===== src/rtl/uart_tx_arbiter_if.sv =====
// Requester/transmitter signal bundle for uart_tx_arbiter.
// The slave side is the arbiter; the master side is the requesters plus the UART transmitter.
interface uart_tx_arbiter_if #(
  parameter int NUM_REQ    = 4,
  parameter int DATA_WIDTH = 8
);
  localparam int ID_W = (NUM_REQ > 1) ? $clog2(NUM_REQ) : 1;

  logic [NUM_REQ-1:0]            req;
  logic [NUM_REQ*DATA_WIDTH-1:0] req_data;
  logic [NUM_REQ-1:0]            ack;
  logic                          txReady;
  logic                          txByteStart;
  logic [DATA_WIDTH-1:0]         byteForTx;
  logic                          busy;
  logic [ID_W-1:0]               grant_id;

  modport slave (
    input  req, req_data, txReady,
    output ack, txByteStart, byteForTx, busy, grant_id
  );

  modport master (
    output req, req_data, txReady,
    input  ack, txByteStart, byteForTx, busy, grant_id
  );
endinterface


===== src/rtl/uart_tx_arbiter.sv =====
// Round-robin arbiter sharing one UART transmitter between NUM_REQ requesters.
// Each grant sends a header byte (HDR_BASE + id) followed by the requester's data byte.
module uart_tx_arbiter #(
  parameter int                    NUM_REQ    = 4,
  parameter int                    DATA_WIDTH = 8,
  parameter logic [DATA_WIDTH-1:0] HDR_BASE   = 8'hF0
) (
  input  logic             clk,
  input  logic             rst,
  uart_tx_arbiter_if.slave bus
);
  localparam int ID_W = $clog2(NUM_REQ);

  typedef enum logic [2:0] {
    ST_IDLE,
    ST_START,
    ST_WAIT_ACCEPT,
    ST_WAIT_DONE,
    ST_ACK
  } state_e;

  localparam logic PH_HDR  = 1'b0;
  localparam logic PH_DATA = 1'b1;

  state_e                 state_q;
  logic                   phase_q;
  logic [ID_W-1:0]        ptr_q;
  logic [ID_W-1:0]        grant_id_q;
  logic [DATA_WIDTH-1:0]  data_q;
  logic [DATA_WIDTH-1:0]  byte_q;
  logic [NUM_REQ-1:0]     ack_q;

  logic [NUM_REQ-1:0]     rot_req;
  logic [DATA_WIDTH-1:0]  req_byte [NUM_REQ];
  logic [ID_W:0]          pick_ofs;
  logic [ID_W-1:0]        pick_id;
  logic [ID_W-1:0]        ptr_d;

  // Modular add of two values below NUM_REQ; one conditional subtract suffices.
  function automatic logic [ID_W-1:0] wrap_add(input logic [ID_W-1:0] a, input logic [ID_W:0] b);
    logic [ID_W:0] s;
    s = {1'b0, a} + b;
    if (s >= (ID_W+1)'(NUM_REQ)) begin
      s = s - (ID_W+1)'(NUM_REQ);
    end
    return s[ID_W-1:0];
  endfunction

  // Requests rotated so that bit 0 is the requester the pointer currently favours.
  generate
    for (genvar gi = 0; gi < NUM_REQ; gi++) begin : g_req
      assign rot_req[gi]  = bus.req[wrap_add(ptr_q, (ID_W+1)'(gi))];
      assign req_byte[gi] = bus.req_data[gi*DATA_WIDTH +: DATA_WIDTH];
    end
  endgenerate

  always_comb begin
    pick_ofs = '0;
    for (int i = NUM_REQ - 1; i >= 0; i--) begin
      if (rot_req[i]) begin
        pick_ofs = (ID_W+1)'(i);
      end
    end
  end

  assign pick_id = wrap_add(ptr_q, pick_ofs);
  assign ptr_d   = wrap_add(grant_id_q, (ID_W+1)'(1));

  always_ff @(posedge clk) begin
    if (rst) begin
      state_q    <= ST_IDLE;
      phase_q    <= PH_HDR;
      ptr_q      <= '0;
      grant_id_q <= '0;
      data_q     <= '0;
      byte_q     <= '0;
      ack_q      <= '0;
    end else begin
      ack_q <= '0;
      case (state_q)
        ST_IDLE: begin
          if (|bus.req) begin
            grant_id_q <= pick_id;
            data_q     <= req_byte[pick_id];
            byte_q     <= HDR_BASE + DATA_WIDTH'(pick_id);
            phase_q    <= PH_HDR;
            state_q    <= ST_START;
          end
        end
        ST_START: begin
          if (bus.txReady) begin
            state_q <= ST_WAIT_ACCEPT;
          end
        end
        ST_WAIT_ACCEPT: begin
          if (!bus.txReady) begin
            state_q <= ST_WAIT_DONE;
          end
        end
        ST_WAIT_DONE: begin
          if (bus.txReady) begin
            if (phase_q == PH_HDR) begin
              phase_q <= PH_DATA;
              byte_q  <= data_q;
              state_q <= ST_START;
            end else begin
              ack_q   <= NUM_REQ'(1) << grant_id_q;
              state_q <= ST_ACK;
            end
          end
        end
        ST_ACK: begin
          ptr_q   <= ptr_d;
          state_q <= ST_IDLE;
        end
        default: state_q <= ST_IDLE;
      endcase
    end
  end

  assign bus.ack         = ack_q;
  assign bus.txByteStart = (state_q == ST_START) && bus.txReady;
  assign bus.byteForTx   = byte_q;
  assign bus.busy        = (state_q != ST_IDLE);
  assign bus.grant_id    = grant_id_q;

endmodule


===== src/flat_wrapper.sv =====
// flat-port wrapper written by rule: the top's interface ports become plain ports
module uart_tx_arbiter_flat 
#(
  parameter int                    NUM_REQ    = 4,
  parameter int                    DATA_WIDTH = 8,
  parameter logic [DATA_WIDTH-1:0] HDR_BASE   = 8'hF0
)
  (clk, rst, bus_req, bus_req_data, bus_txReady, bus_ack, bus_txByteStart, bus_byteForTx, bus_busy, bus_grant_id);
  uart_tx_arbiter_if #(.NUM_REQ(NUM_REQ), .DATA_WIDTH(DATA_WIDTH)) bus_i ();
  input  logic clk;
  input  logic rst;
  input wire logic [$bits(bus_i.req)-1:0] bus_req;
  input wire logic [$bits(bus_i.req_data)-1:0] bus_req_data;
  input wire logic [$bits(bus_i.txReady)-1:0] bus_txReady;
  output wire logic [$bits(bus_i.ack)-1:0] bus_ack;
  output wire logic [$bits(bus_i.txByteStart)-1:0] bus_txByteStart;
  output wire logic [$bits(bus_i.byteForTx)-1:0] bus_byteForTx;
  output wire logic [$bits(bus_i.busy)-1:0] bus_busy;
  output wire logic [$bits(bus_i.grant_id)-1:0] bus_grant_id;
  assign bus_i.req = bus_req;
  assign bus_i.req_data = bus_req_data;
  assign bus_i.txReady = bus_txReady;
  assign bus_ack = bus_i.ack;
  assign bus_txByteStart = bus_i.txByteStart;
  assign bus_byteForTx = bus_i.byteForTx;
  assign bus_busy = bus_i.busy;
  assign bus_grant_id = bus_i.grant_id;
  uart_tx_arbiter #(.NUM_REQ(NUM_REQ), .DATA_WIDTH(DATA_WIDTH), .HDR_BASE(HDR_BASE)) u_core (.clk(clk), .rst(rst), .bus(bus_i));
endmodule

===== config.mk =====
export PLATFORM = sky130hd
export DESIGN_NAME = uart_tx_arbiter_flat
export DESIGN_NICKNAME = d
export VERILOG_FILES = /design/src/rtl/uart_tx_arbiter_if.sv /design/src/rtl/uart_tx_arbiter.sv /design/src/flat_wrapper.sv
export SDC_FILE = /design/constraint.sdc
export NUM_CORES = 1
export LEC_CHECK = 0
export CELL_PAD_IN_SITES_DETAIL_PLACEMENT = 0
export CELL_PAD_IN_SITES_GLOBAL_PLACEMENT = 1
export CORE_MARGIN = 1.5
export CORE_UTILIZATION = 30
export CTS_BUF_LIST = sky130_fd_sc_hd__clkbuf_16
export DETAILED_ROUTE_END_ITERATION = 8
export GPL_TIMING_DRIVEN = 1
export PLACE_DENSITY_LB_ADDON = 0.1
export SYNTH_ARGS = -nofsm -noshare
export SYNTH_HDL_FRONTEND = slang
export SYNTH_SLANG_ARGS = --single-unit

===== constraint.sdc =====
create_clock -name clk -period 8.2 [get_ports clk]
set_input_delay 0.82 -clock clk [delete_from_list [all_inputs] [get_ports clk]]
set_output_delay 0.82 -clock clk [all_outputs]
set_load 0.03 [all_outputs]

==> run summary <==
The worst voltage drop across the vdd grid came out at 0.0615 mV. The critical path's largest stage delay is 0.86 ns, and the part of the total power dissipated in sequential elements is 0.426. The switching fraction of total power was 0.290. The flop and latch count out of synthesis was 28; the maximum clock insertion buffer count was 2. With fillers left out, the area of the finished cells amounts to 2220 sq um.

STA puts the critical path data required time at 8.33 ns. The run gives 0.757 as the routability congestion estimate. The total via count after detailed routing is 1524. The share of synthesized area occupied by flip-flops and latches is 0.358, and the ratio of total power to cell area is 170 nW/um^2. The pre-antenna-repair detailed-routing pass consisted of 5 iterations. The number of hold-slack violations in the final timing report was 0; the width of the chip was 75.3 um. The clock period minus final worst setup slack came out at 3.66 ns. For this run, the number of Yosys warnings is 0.

Synthesis instantiated 45 different standard cells from the library. The via count of the first global-routing pass was 1419. The buffer type at the clock tree root was sky130_fd_sc_hd__clkbuf_16.

Max-cap violations in this run came to 0. In this run, placement finished with an instance count of 297. For the final routed database, the setup TNS stands at 0 ns. Detailed placement ended at an HPWL of 3060 um. Entering global routing, the biggest net connects 28 pins.

TritonCTS created 3 clock buffers. Dividing the detail-routed wire length by the instance count gives 13.3 um. The filler cell count in the final layout is 538. The die is 75.3 um tall.

Setup repair after global routing left no endpoint under its margin. The final antenna-violating net count is 0. The critical path is of the input port to flip-flop type. The run gives 0 as the total global routing overflow. The worst hold path terminates at u_core.bus.byteForTx[4]. The placement row count is 26. The number of antenna violations at the first check in global routing was 0; the first-pass GRT wire length was 6620 um. Among all flip-flop cells after synthesis, the most frequent one is sky130_fd_sc_hd__dfxtp_1.

The top-area cell type share of the netlist area works out to 0.358. TritonCTS built the clock tree. The share of post-route cells with drive strength above 1 works out to 0.0870. For the maximum clock frequency, the log shows 273 MHz. The setup slack after layout is 4.54 ns, and the worst hold path cell count is 2. After the last flow step, the layout net total stands at 272.

The tools report the number of setup violations in the final report as 0. In this run the critical register-to-register path is launched from u_core.ptr_q[0]. The total area inside the core boundary comes to 5070 sq um. In this run the count of I/O pins placed on the die edge is 55. The share of flip-flops with an asynchronous set or reset came out at 0. 0 antenna diodes ended up in the layout.

After synthesis the cells add up to 1570 sq um. Clock skew on the completed layout was measured at 0.00403 ns. The post-route clock period utilization works out to 0.446.

The number of max-slew violations in the final report is 0. In this run the worst path has a maximum fanout of 27. Across all register-to-register paths, the minimum setup slack is 5.19 ns. The area growth from synthesis to layout is 41.8%. Hold repair after CTS inserted 0 buffers. The die covers 5670 sq um.

The overall routing resource usage was 0.148. The worst max-slew margin expressed relative to the limit is 0.422, and the gate count after technology mapping is 184. Area of placed instances: 2150 sq um. The tools report the beginning of the worst hold path as u_core.bus.byteForTx[4]. The run finished with clean final reports. The slowest stage of the critical path is the sky130_fd_sc_hd__ha_1 cell.

The cell family contributing the most delay on the critical path is compound AO/OA/AOI/OAI gates. During placement, the flow inserted port buffers numbering 54. Counting every net in the synthesized netlist gives 224. The number of buffer and inverter stages on the critical path was 1; the filler-free cell count of the finished design was 300. The number of enable-type register cells in the synthesized netlist works out to 0. In this run the power spent charging and discharging nets is 0.000110 W. At the pin with the least slew margin, the transition time is 0.867 ns. Clock-pin slew was measured on the worst setup and hold paths at 0.06 ns.

After detailed routing, the number of vias per cell comes to 5.08. Prior to clock tree synthesis, the placed netlist has a worst setup slack of 4.28 ns. The worst setup path is captured at a flip-flop.

Number of remaining DRC errors: 0. Data on the critical path arrives at its endpoint at 3.79 ns. The internal power consumption came out at 0.000269 W.

STA classifies the critical path startpoint as an input port. The endpoint of the worst-slack reg-to-reg timing path was u_core.data_q[4]. The clock drives 28 sinks. Summed over all instances, the cell type with the most area after synthesis is sky130_fd_sc_hd__dfxtp_1. The CTS H-tree depth was 1. For the combinational share of power, the log shows 0.293.

For this block, the routed nets add up to 3980 um of wire. Buffers added to address setup during post-CTS repair amount to 0. The cell count of the worst reg-to-reg path is 8.

Clock latency on the worst-skew pair, taken at its later pin, is 0.26 ns. After the first detailed-routing iteration, the DRC count stood at 85. The tools report the starting density of the core as 0.309. The mean instance size in the synthesized netlist was 8.52 sq um; the static leakage was 0.780 nW. The class of the worst hold path is flip-flop to flip-flop. Number of gates resized after cts: 0.

Sorting the synthesized cells by area gives the leading types as sky130_fd_sc_hd__dfxtp_1, sky130_fd_sc_hd__a221oi_1, sky130_fd_sc_hd__mux2_2, sky130_fd_sc_hd__nor2b_1, sky130_fd_sc_hd__nand3b_1. The run gives 0.281 as the share of total power in the clock network. The signal on the critical path passes through clkdlybuf4s50_1 > nor2_1 > a221oi_1 > a31oi_1 > a211o_1 > ha_1 > nor2b_1 > a2111oi_0 > o31ai_1.
==> cells by family (layout without fill, tap and decap cells) <==
logic type	after synthesis	count (layout)	synth area share
AOI/OAI and AO/OA	49	49	0.245
xor gates and xnor gates	4	4	0.0224
adders and majority gates	1	1	0.00798
buffers and inverters	12	58	0.0327
DFF	28	28	0.358
muxes	7	7	0.0503
and+or+nand+nor	83	83	0.284
==> flip-flops by register name, indices dropped and copies added (netlist names) <==
| register | count |
|---|---|
| u_core.bus.byteForTx | 8 |
| u_core.phase_q | 1 |
| u_core.data_q | 8 |
| u_core.bus.grant_id | 2 |
| u_core.state_q | 3 |
| u_core.ptr_q | 2 |
| u_core.bus.ack | 4 |
==> synth_stat cells, types with 2 or more instances <==
library cell	instances
sky130_fd_sc_hd__a211o_1	2
sky130_fd_sc_hd__a211oi_1	4
sky130_fd_sc_hd__a21oi_1	8
sky130_fd_sc_hd__a221oi_1	9
sky130_fd_sc_hd__clkbuf_1	7
sky130_fd_sc_hd__dfxtp_1	28
sky130_fd_sc_hd__mux2_2	7
sky130_fd_sc_hd__nand2_1	17
sky130_fd_sc_hd__nand3_1	4
sky130_fd_sc_hd__nand3b_1	9
sky130_fd_sc_hd__nor2_1	15
sky130_fd_sc_hd__nor2_2	2
sky130_fd_sc_hd__nor2b_1	12
sky130_fd_sc_hd__nor3_1	11
sky130_fd_sc_hd__nor3b_1	2
sky130_fd_sc_hd__nor4_1	2
sky130_fd_sc_hd__o21ai_0	5
sky130_fd_sc_hd__o21ai_1	2
sky130_fd_sc_hd__o31ai_1	8
sky130_fd_sc_hd__or2_2	2
sky130_fd_sc_hd__or3_1	2
sky130_fd_sc_hd__xnor2_1	3
==> worst register-to-register path, cell delays in order, from the launching register on <==
cell and delay, ns:
sky130_fd_sc_hd__dfxtp_1 0.52, sky130_fd_sc_hd__nor2_1 0.09, sky130_fd_sc_hd__a221oi_1 0.33, sky130_fd_sc_hd__a31oi_1 0.07
sky130_fd_sc_hd__a211o_1 0.29, sky130_fd_sc_hd__ha_1 0.86, sky130_fd_sc_hd__nor2b_1 0.10, sky130_fd_sc_hd__a2111oi_0 0.49
sky130_fd_sc_hd__o31ai_1 0.14
==> how the worst max path moves through the flow <==
| stage | from | endpoint | slack [ns] | cells past startpoint |
|---|---|---|---|---|
| floorplan | bus_req[0] | u_core.data_q[4] | 5.01 | 11 |
| global placement | bus_req[0] | u_core.data_q[4] | 4.42 | 9 |
| detailed placement | bus_req[0] | u_core.data_q[4] | 4.28 | 9 |
| CTS | bus_req[0] | u_core.data_q[4] | 4.56 | 9 |
| global route | bus_req[0] | u_core.data_q[4] | 4.31 | 9 |
| finish | bus_req[0] | u_core.data_q[4] | 4.54 | 9 |
==> area by class of cell <==
cell class | count | area, sq um | area share
Sequential cell | 28 | 561 | 0.252
Clock buffer | 3 | 75.1 | 0.0338
Tap cell | 70 | 87.6 | 0.0394
Timing Repair Buffer | 54 | 541 | 0.243
Inverter | 1 | 3.75 | 0.00169
Multi-Input combinational cell | 144 | 956 | 0.430
==> power by group through the flow <==
stage | clock (W) | combinational, W | sequential, W
after detailed placement | 0 | 0.000112 | 0.000164
after global placement | 0 | 0.000110 | 0.000163
after CTS | 0.000110 | 0.000112 | 0.000161
final | 0.000106 | 0.000111 | 0.000161
after global routing | 0.000117 | 0.000123 | 0.000163
after floorplan | 0 | 0.0000550 | 0.000174
==> per-layer routing <==
metal	global-route usage	vias up	part of all wire
li1	-	780	-
met3	0.0159	0	0.045
met4	0.0476	0	0
met5	0	-	0
met1	0.218	696	0.49
met2	0.227	48	0.46
==> per-stage QoR <==
stage               power [W]  hold WS [ns]   util
floorplan            0.000229         0.448      -
CTS                  0.000384         0.455  0.438
finish               0.000379         0.451  0.438
global route         0.000403         0.475  0.438
global placement     0.000274         0.441  0.423
detailed placement   0.000276         0.448  0.423
==> cell usage in the layout (no fill, tap or decap), drive strengths merged, types with 2 or more instances in the layout <==
master | synthesis | layout
nor4 | 2 | 2
nand2 | 17 | 17
a211o | 2 | 2
a2111oi | 2 | 2
clkbuf | 8 | 3
nand3 | 4 | 4
clkdlybuf4s50 | 0 | 54
o31ai | 8 | 8
nor2b | 12 | 12
nand3b | 9 | 9
dfxtp | 28 | 28
nor2 | 17 | 17
nor3b | 2 | 2
or2 | 3 | 3
a211oi | 4 | 4
mux2 | 7 | 7
o21ai | 7 | 7
a221oi | 9 | 9
a21oi | 9 | 9
xnor2 | 3 | 3
nor3 | 12 | 12
or3 | 3 | 3
Note: power is estimated with default switching activity, not from simulation.
